**src/rtl/vote_collect_if.sv**
```systemverilog
// Bundle of the vote inputs, the latched result and the round handshake for vote_collect.
// The collector attaches through the slave modport and the vote source through master.
interface vote_collect_if;
    logic start;
    logic yes1, yes2, yes3;
    logic no1, no2, no3;
    logic ack;
    logic in1, in2, in3;
    logic valid;
    logic busy;
    logic timed_out;

    modport slave (
        input  start, yes1, yes2, yes3, no1, no2, no3, ack,
        output in1, in2, in3, valid, busy, timed_out
    );

    modport master (
        output start, yes1, yes2, yes3, no1, no2, no3, ack,
        input  in1, in2, in3, valid, busy, timed_out
    );
endinterface

```
**src/rtl/vote_collect.sv**
```systemverilog
// Collects one locked vote from each of three judges, or gives up after TIMEOUT cycles,
// and holds the result for a downstream consumer until it is acknowledged.
module vote_collect #(
    parameter int TIMEOUT = 16
) (
    input logic           clk,
    input logic           rst,
    vote_collect_if.slave bus
);

    typedef enum logic [1:0] {
        IDLE    = 2'd0,
        COLLECT = 2'd1,
        DONE    = 2'd2
    } state_e;

    localparam logic [7:0] LAST_CNT = 8'(TIMEOUT - 1);

    state_e     state_q, state_d;
    logic [2:0] cast_q, cast_d;
    logic [2:0] vote_q, vote_d;
    logic       timed_out_q, timed_out_d;
    logic [7:0] cnt_q, cnt_d;

    logic [2:0] yes_v, no_v;

    // Bit 0 is judge 1 throughout.
    assign yes_v = {bus.yes3, bus.yes2, bus.yes1};
    assign no_v  = {bus.no3, bus.no2, bus.no1};

    always_comb begin
        // NOTE: every next-state signal gets its hold value first so no path can infer a latch.
        state_d     = state_q;
        cast_d      = cast_q;
        vote_d      = vote_q;
        timed_out_d = timed_out_q;
        cnt_d       = cnt_q;

        unique case (state_q)
            IDLE: begin
                if (bus.start) begin
                    state_d     = COLLECT;
                    cast_d      = '0;
                    vote_d      = '0;
                    timed_out_d = 1'b0;
                    cnt_d       = '0;
                end
            end
            COLLECT: begin
                cnt_d = cnt_q + 8'd1;
                // A judge's first clean (exactly one of yes/no) edge locks its vote.
                for (int i = 0; i < 3; i++) begin
                    if (!cast_q[i] && (yes_v[i] ^ no_v[i])) begin
                        cast_d[i] = 1'b1;
                        vote_d[i] = yes_v[i];
                    end
                end
                if (&cast_d) begin
                    state_d     = DONE;
                    timed_out_d = 1'b0;
                end else if (cnt_q == LAST_CNT) begin
                    state_d     = DONE;
                    timed_out_d = 1'b1;
                end
            end
            DONE: begin
                if (bus.ack) begin
                    state_d = IDLE;
                end
            end
            default: state_d = IDLE;
        endcase
    end

    always_ff @(posedge clk) begin
        // NOTE: state registers use non-blocking assignments so every flop samples pre-edge values.
        if (rst) begin
            state_q     <= IDLE;
            cast_q      <= '0;
            vote_q      <= '0;
            timed_out_q <= 1'b0;
            cnt_q       <= '0;
        end else begin
            state_q     <= state_d;
            cast_q      <= cast_d;
            vote_q      <= vote_d;
            timed_out_q <= timed_out_d;
            cnt_q       <= cnt_d;
        end
    end

    assign bus.in1       = vote_q[0];
    assign bus.in2       = vote_q[1];
    assign bus.in3       = vote_q[2];
    assign bus.timed_out = timed_out_q;
    assign bus.busy      = (state_q == COLLECT);
    assign bus.valid     = (state_q == DONE);

endmodule

```
**src/flat_wrapper.sv**
```systemverilog
// flat-port wrapper written by rule: the top's interface ports become plain ports
module vote_collect_flat 
#(
    parameter int TIMEOUT = 16
)
  (clk, rst, bus_start, bus_yes1, bus_yes2, bus_yes3, bus_no1, bus_no2, bus_no3, bus_ack, bus_in1, bus_in2, bus_in3, bus_valid, bus_busy, bus_timed_out);
  vote_collect_if bus_i ();
  input logic clk;
  input logic rst;
  input wire logic [$bits(bus_i.start)-1:0] bus_start;
  input wire logic [$bits(bus_i.yes1)-1:0] bus_yes1;
  input wire logic [$bits(bus_i.yes2)-1:0] bus_yes2;
  input wire logic [$bits(bus_i.yes3)-1:0] bus_yes3;
  input wire logic [$bits(bus_i.no1)-1:0] bus_no1;
  input wire logic [$bits(bus_i.no2)-1:0] bus_no2;
  input wire logic [$bits(bus_i.no3)-1:0] bus_no3;
  input wire logic [$bits(bus_i.ack)-1:0] bus_ack;
  output wire logic [$bits(bus_i.in1)-1:0] bus_in1;
  output wire logic [$bits(bus_i.in2)-1:0] bus_in2;
  output wire logic [$bits(bus_i.in3)-1:0] bus_in3;
  output wire logic [$bits(bus_i.valid)-1:0] bus_valid;
  output wire logic [$bits(bus_i.busy)-1:0] bus_busy;
  output wire logic [$bits(bus_i.timed_out)-1:0] bus_timed_out;
  assign bus_i.start = bus_start;
  assign bus_i.yes1 = bus_yes1;
  assign bus_i.yes2 = bus_yes2;
  assign bus_i.yes3 = bus_yes3;
  assign bus_i.no1 = bus_no1;
  assign bus_i.no2 = bus_no2;
  assign bus_i.no3 = bus_no3;
  assign bus_i.ack = bus_ack;
  assign bus_in1 = bus_i.in1;
  assign bus_in2 = bus_i.in2;
  assign bus_in3 = bus_i.in3;
  assign bus_valid = bus_i.valid;
  assign bus_busy = bus_i.busy;
  assign bus_timed_out = bus_i.timed_out;
  vote_collect #(.TIMEOUT(TIMEOUT)) u_core (.clk(clk), .rst(rst), .bus(bus_i));
endmodule
```
**config.mk**
```make
export PLATFORM = sky130hd
export DESIGN_NAME = vote_collect_flat
export DESIGN_NICKNAME = d
export VERILOG_FILES = /design/src/rtl/vote_collect_if.sv /design/src/rtl/vote_collect.sv /design/src/flat_wrapper.sv
export SDC_FILE = /design/constraint.sdc
export NUM_CORES = 1
export LEC_CHECK = 0
export CAP_MARGIN = 10
export CORE_UTILIZATION = 50
export CTS_CLUSTER_DIAMETER = 60
export CTS_CLUSTER_SIZE = 24
export DETAILED_ROUTE_END_ITERATION = 16
export MAX_ROUTING_LAYER = met4
export PLACE_DENSITY = 0.83
export SLEW_MARGIN = 25
export SYNTH_ARGS = -nofsm -noshare
export SYNTH_HDL_FRONTEND = slang
export SYNTH_SLANG_ARGS = --single-unit
```
**constraint.sdc**
```tcl
create_clock -name clk -period 1.9 [get_ports clk]
set_input_delay 0.19 -clock clk [delete_from_list [all_inputs] [get_ports clk]]
set_output_delay 0.19 -clock clk [all_outputs]
set_load 0.03 [all_outputs]
```
==> results.rst <==
.. list-table::
   :header-rows: 1

   * - Metric
     - Value
   * - Net load switching power
     - between 200 and 300 uW
   * - Worst-case headroom to the max-slew limit
     - between 50 and 60%
   * - Total power divided by cell area
     - 820 mW/mm^2
   * - Total CTS buffers
     - 3
   * - Share of post-route cells with drive strength above 1
     - about an eighth
   * - Data required time at the worst endpoint
     - approximately 1700 ps
   * - Initial core utilization
     - between 50% and 60%
   * - Die H
     - 43.6 um
   * - Overall global routing resource usage
     - 26.7%
   * - Sink Count
     - 17
   * - P_int
     - 578 uW
   * - Min cycle time layout
     - 1780 ps
   * - Distinct cell type count after synthesis
     - 40
   * - Max-slew violation total from the final report
     - 0
   * - Largest net degree at the start of global routing
     - 16
   * - Multi-input gate area
     - 479 sq um
   * - Avg Cell Area, Syn
     - 9.11 sq um
   * - Hold slack final
     - 512 ps
   * - Number of synthesized flops with an enable pin
     - 0
   * - GR Overflow Total
     - 0
   * - Outcome
     - finished clean
   * - Via count of the first global-routing pass
     - 774
   * - Die area
     - 0.00190 sq mm
   * - Largest fanout on the critical path
     - 8
   * - Sum Neg Setup Slack
     - 0 ps
   * - Fillers
     - 143
   * - Clock latency on the worst-skew pair
     - 290 ps
   * - Count of input and output buffers
     - 15
   * - Initial antenna violation count
     - 0
   * - Wire length of the first global-routing pass
     - 3570 um
   * - Area of the mapped netlist
     - roughly 870 sq um
   * - Clock edge transition at the registers on the reported setup and hold paths
     - 100 ps
   * - Floorplan row count
     - 14
   * - DRT Wirelength
     - 2060 um
   * - Sequential area share after synthesis
     - 39.3%
   * - Transition time of the tightest slew-check pin
     - approximately 630 ps
   * - Wire length per cell after detailed routing
     - between 15 and 20 um
   * - Count of pins on the block boundary
     - 16
   * - Setup repair after global routing missed its margin
     - no
   * - Nature of the critical path endpoint
     - output port
   * - Via count
     - 841
   * - Final critical-path share of the clock period
     - 93.6%
   * - Signed area change from the synthesized netlist to the final layout
     - 22.8%
   * - Remaining antenna violation count
     - 0
   * - Post-Synthesis Net Count
     - roughly 110
   * - Synthesized flop and latch total
     - 17
   * - Proportion of register bits with asynchronous set or reset after synthesis
     - 0%
   * - Count of synthesis-stage warnings from yosys
     - 0
   * - Storage element area
     - approximately 340 sq um
   * - Cell leakage power
     - 0.000404 uW
   * - Final setup skew
     - 1.30 ps
   * - Min-delay worst type
     - reg -> reg
   * - Peak ir drop on the vdd network
     - about 0.0005 V
   * - Max-capacitance violation count
     - 0
   * - Number of H-tree branching levels
     - 1
   * - Placed wire-length estimate after detailed placement
     - 1520 um
   * - Clock tree from TritonCTS
     - yes
   * - Fmax
     - about 560 MHz
   * - Prevailing post-synth register cell
     - dfxtp_1
   * - Net switching share of the total power
     - 33.7%
   * - Max Root-Sink Buffers
     - 2
   * - Via density per instance
     - between 6 and 7
   * - Finish-stage setup viols
     - 0
   * - Violation count after the first detailed-routing iteration
     - 23
   * - Sequential cell fraction of total power
     - 46.9%
   * - Ant. Diodes
     - 0
   * - DIE WIDTH
     - 43.6 um
   * - Total count of hold-check failures in the final report
     - 0
   * - Critical Path Start Type
     - flip-flop
   * - Clock network power share
     - 23.0%
   * - Combinational cell fraction of total power
     - 30.1%
   * - NumNets Final
     - 125
   * - Detailed-router iteration count before antenna repair
     - 4
   * - CTS Root Cell
     - clkbuf_4
   * - Routability Congestion
     - 0.749
   * - Data arrival time of the critical path
     - roughly 1600 ps
   * - Post-synthesis instance total
     - 95
   * - Area of the core region
     - 0.00156 sq mm
   * - Number of remaining DRC errors
     - 0
   * - WS Path Type
     - reg -> out
-- layout make-up --
cell class,count,share of cell area [%]
Inverter,5,1.76
Tap cell,16,1.88
Sequential cell,17,32.0
Timing Repair Buffer,19,16.8
Clock buffer,4,2.47
Multi-Input combinational cell,68,45.1
-- worst max-delay path, stage by stage, from the launching register on --
cell and delay [ps]:
dfxtp_1 470, and2b_2 250, clkdlybuf4s50_1 580
-- repair_timing --
item | in CTS | in global routing
setup endpoints to repair | 1 | 0
buffers inserted | 0 | 0
hold buffers | 0 | 0
gates resized for setup | 1 | 0
-- state kept, by name, summed over array words and instances, names as in the netlist --
signal,count
u_core.cnt_q,8
u_core.cast_q,3
u_core.bus.timed_out,1
u_core.state_q,2
u_core.vote_q,3
-- metrics by stage --
step | setup slack (ps) | std cells | area (sq um) | utilization [%] | total power, uW
4_1_cts | 122 | 129 | 1060 | 68.2 | 872
6_report | 122 | 129 | 1060 | 68.2 | 872
3_5_place_dp | 177 | 125 | 1040 | 66.6 | 680
3_3_place_gp | 204 | 125 | 1040 | 66.6 | 669
2_1_floorplan | 548 | 95 | 866 | - | 589
5_1_grt | 43.6 | 129 | 1060 | 68.2 | 917
-- synth_stat cells (3+ instances only) --
cell,count,area [sq um]
xor2_1,3,26.3
a21oi_1,6,30.0
nor2_1,8,30.0
dfxtp_1,17,340
inv_1,4,15.0
a22oi_1,5,37.5
o311ai_0,4,35.0
nand2_1,6,22.5
-- path summary, 6_finish.rpt --
check,slack (ps),depth (start not counted),to,from
max,120,2,bus_valid,u_core.state_q[0]$_SDFFE_PP0P_
min,510,2,u_core.cast_q[2]$_SDFFE_PP0P_,u_core.cast_q[2]$_SDFFE_PP0P_
max reg2reg,320,3,u_core.cnt_q[7]$_SDFFE_PP0P_,u_core.state_q[0]$_SDFFE_PP0P_
min reg2reg,510,2,u_core.cast_q[2]$_SDFFE_PP0P_,u_core.cast_q[2]$_SDFFE_PP0P_
-- cell usage in the layout, fill, tap and decap left out, types with 3 or more instances in the layout --
cell type | Yosys | final
a22oi_1 | 5 | 5
buf_4 | 0 | 4
nor2_1 | 8 | 8
a21oi_1 | 6 | 6
xor2_1 | 3 | 3
clkbuf_4 | 0 | 3
o311ai_0 | 4 | 4
dfxtp_1 | 17 | 17
inv_1 | 4 | 4
nand2_1 | 6 | 6
clkdlybuf4s50_1 | 0 | 14
-- cell families after synthesis --
logic type      share of synthesized area (%)
compound gates                           29.9
xor+xnor                                 3.04
fa+ha+maj                                1.44
buf+inv                                  5.35
flops                                    39.3
mux                                      1.30
simple gates                             19.7
-- power groups by stage --
stage | Clock, uW | Sequential, uW | Combinational, uW
final | 201 | 409 | 262
after global routing | 222 | 414 | 282
after CTS | 203 | 408 | 262
after detailed placement | 0 | 416 | 264
after global placement | 0 | 414 | 255
after floorplan | 0 | 420 | 169
-- routing by layer --
metal	global-route usage (%)	up-vias	routed length, um
met4	11.3	0	27
met3	6.25	4	111
met1	34.6	397	944
met2	39.7	34	979
li1	-	406	-
met5	-	-	0
Note: power is estimated with default switching activity, not from simulation.
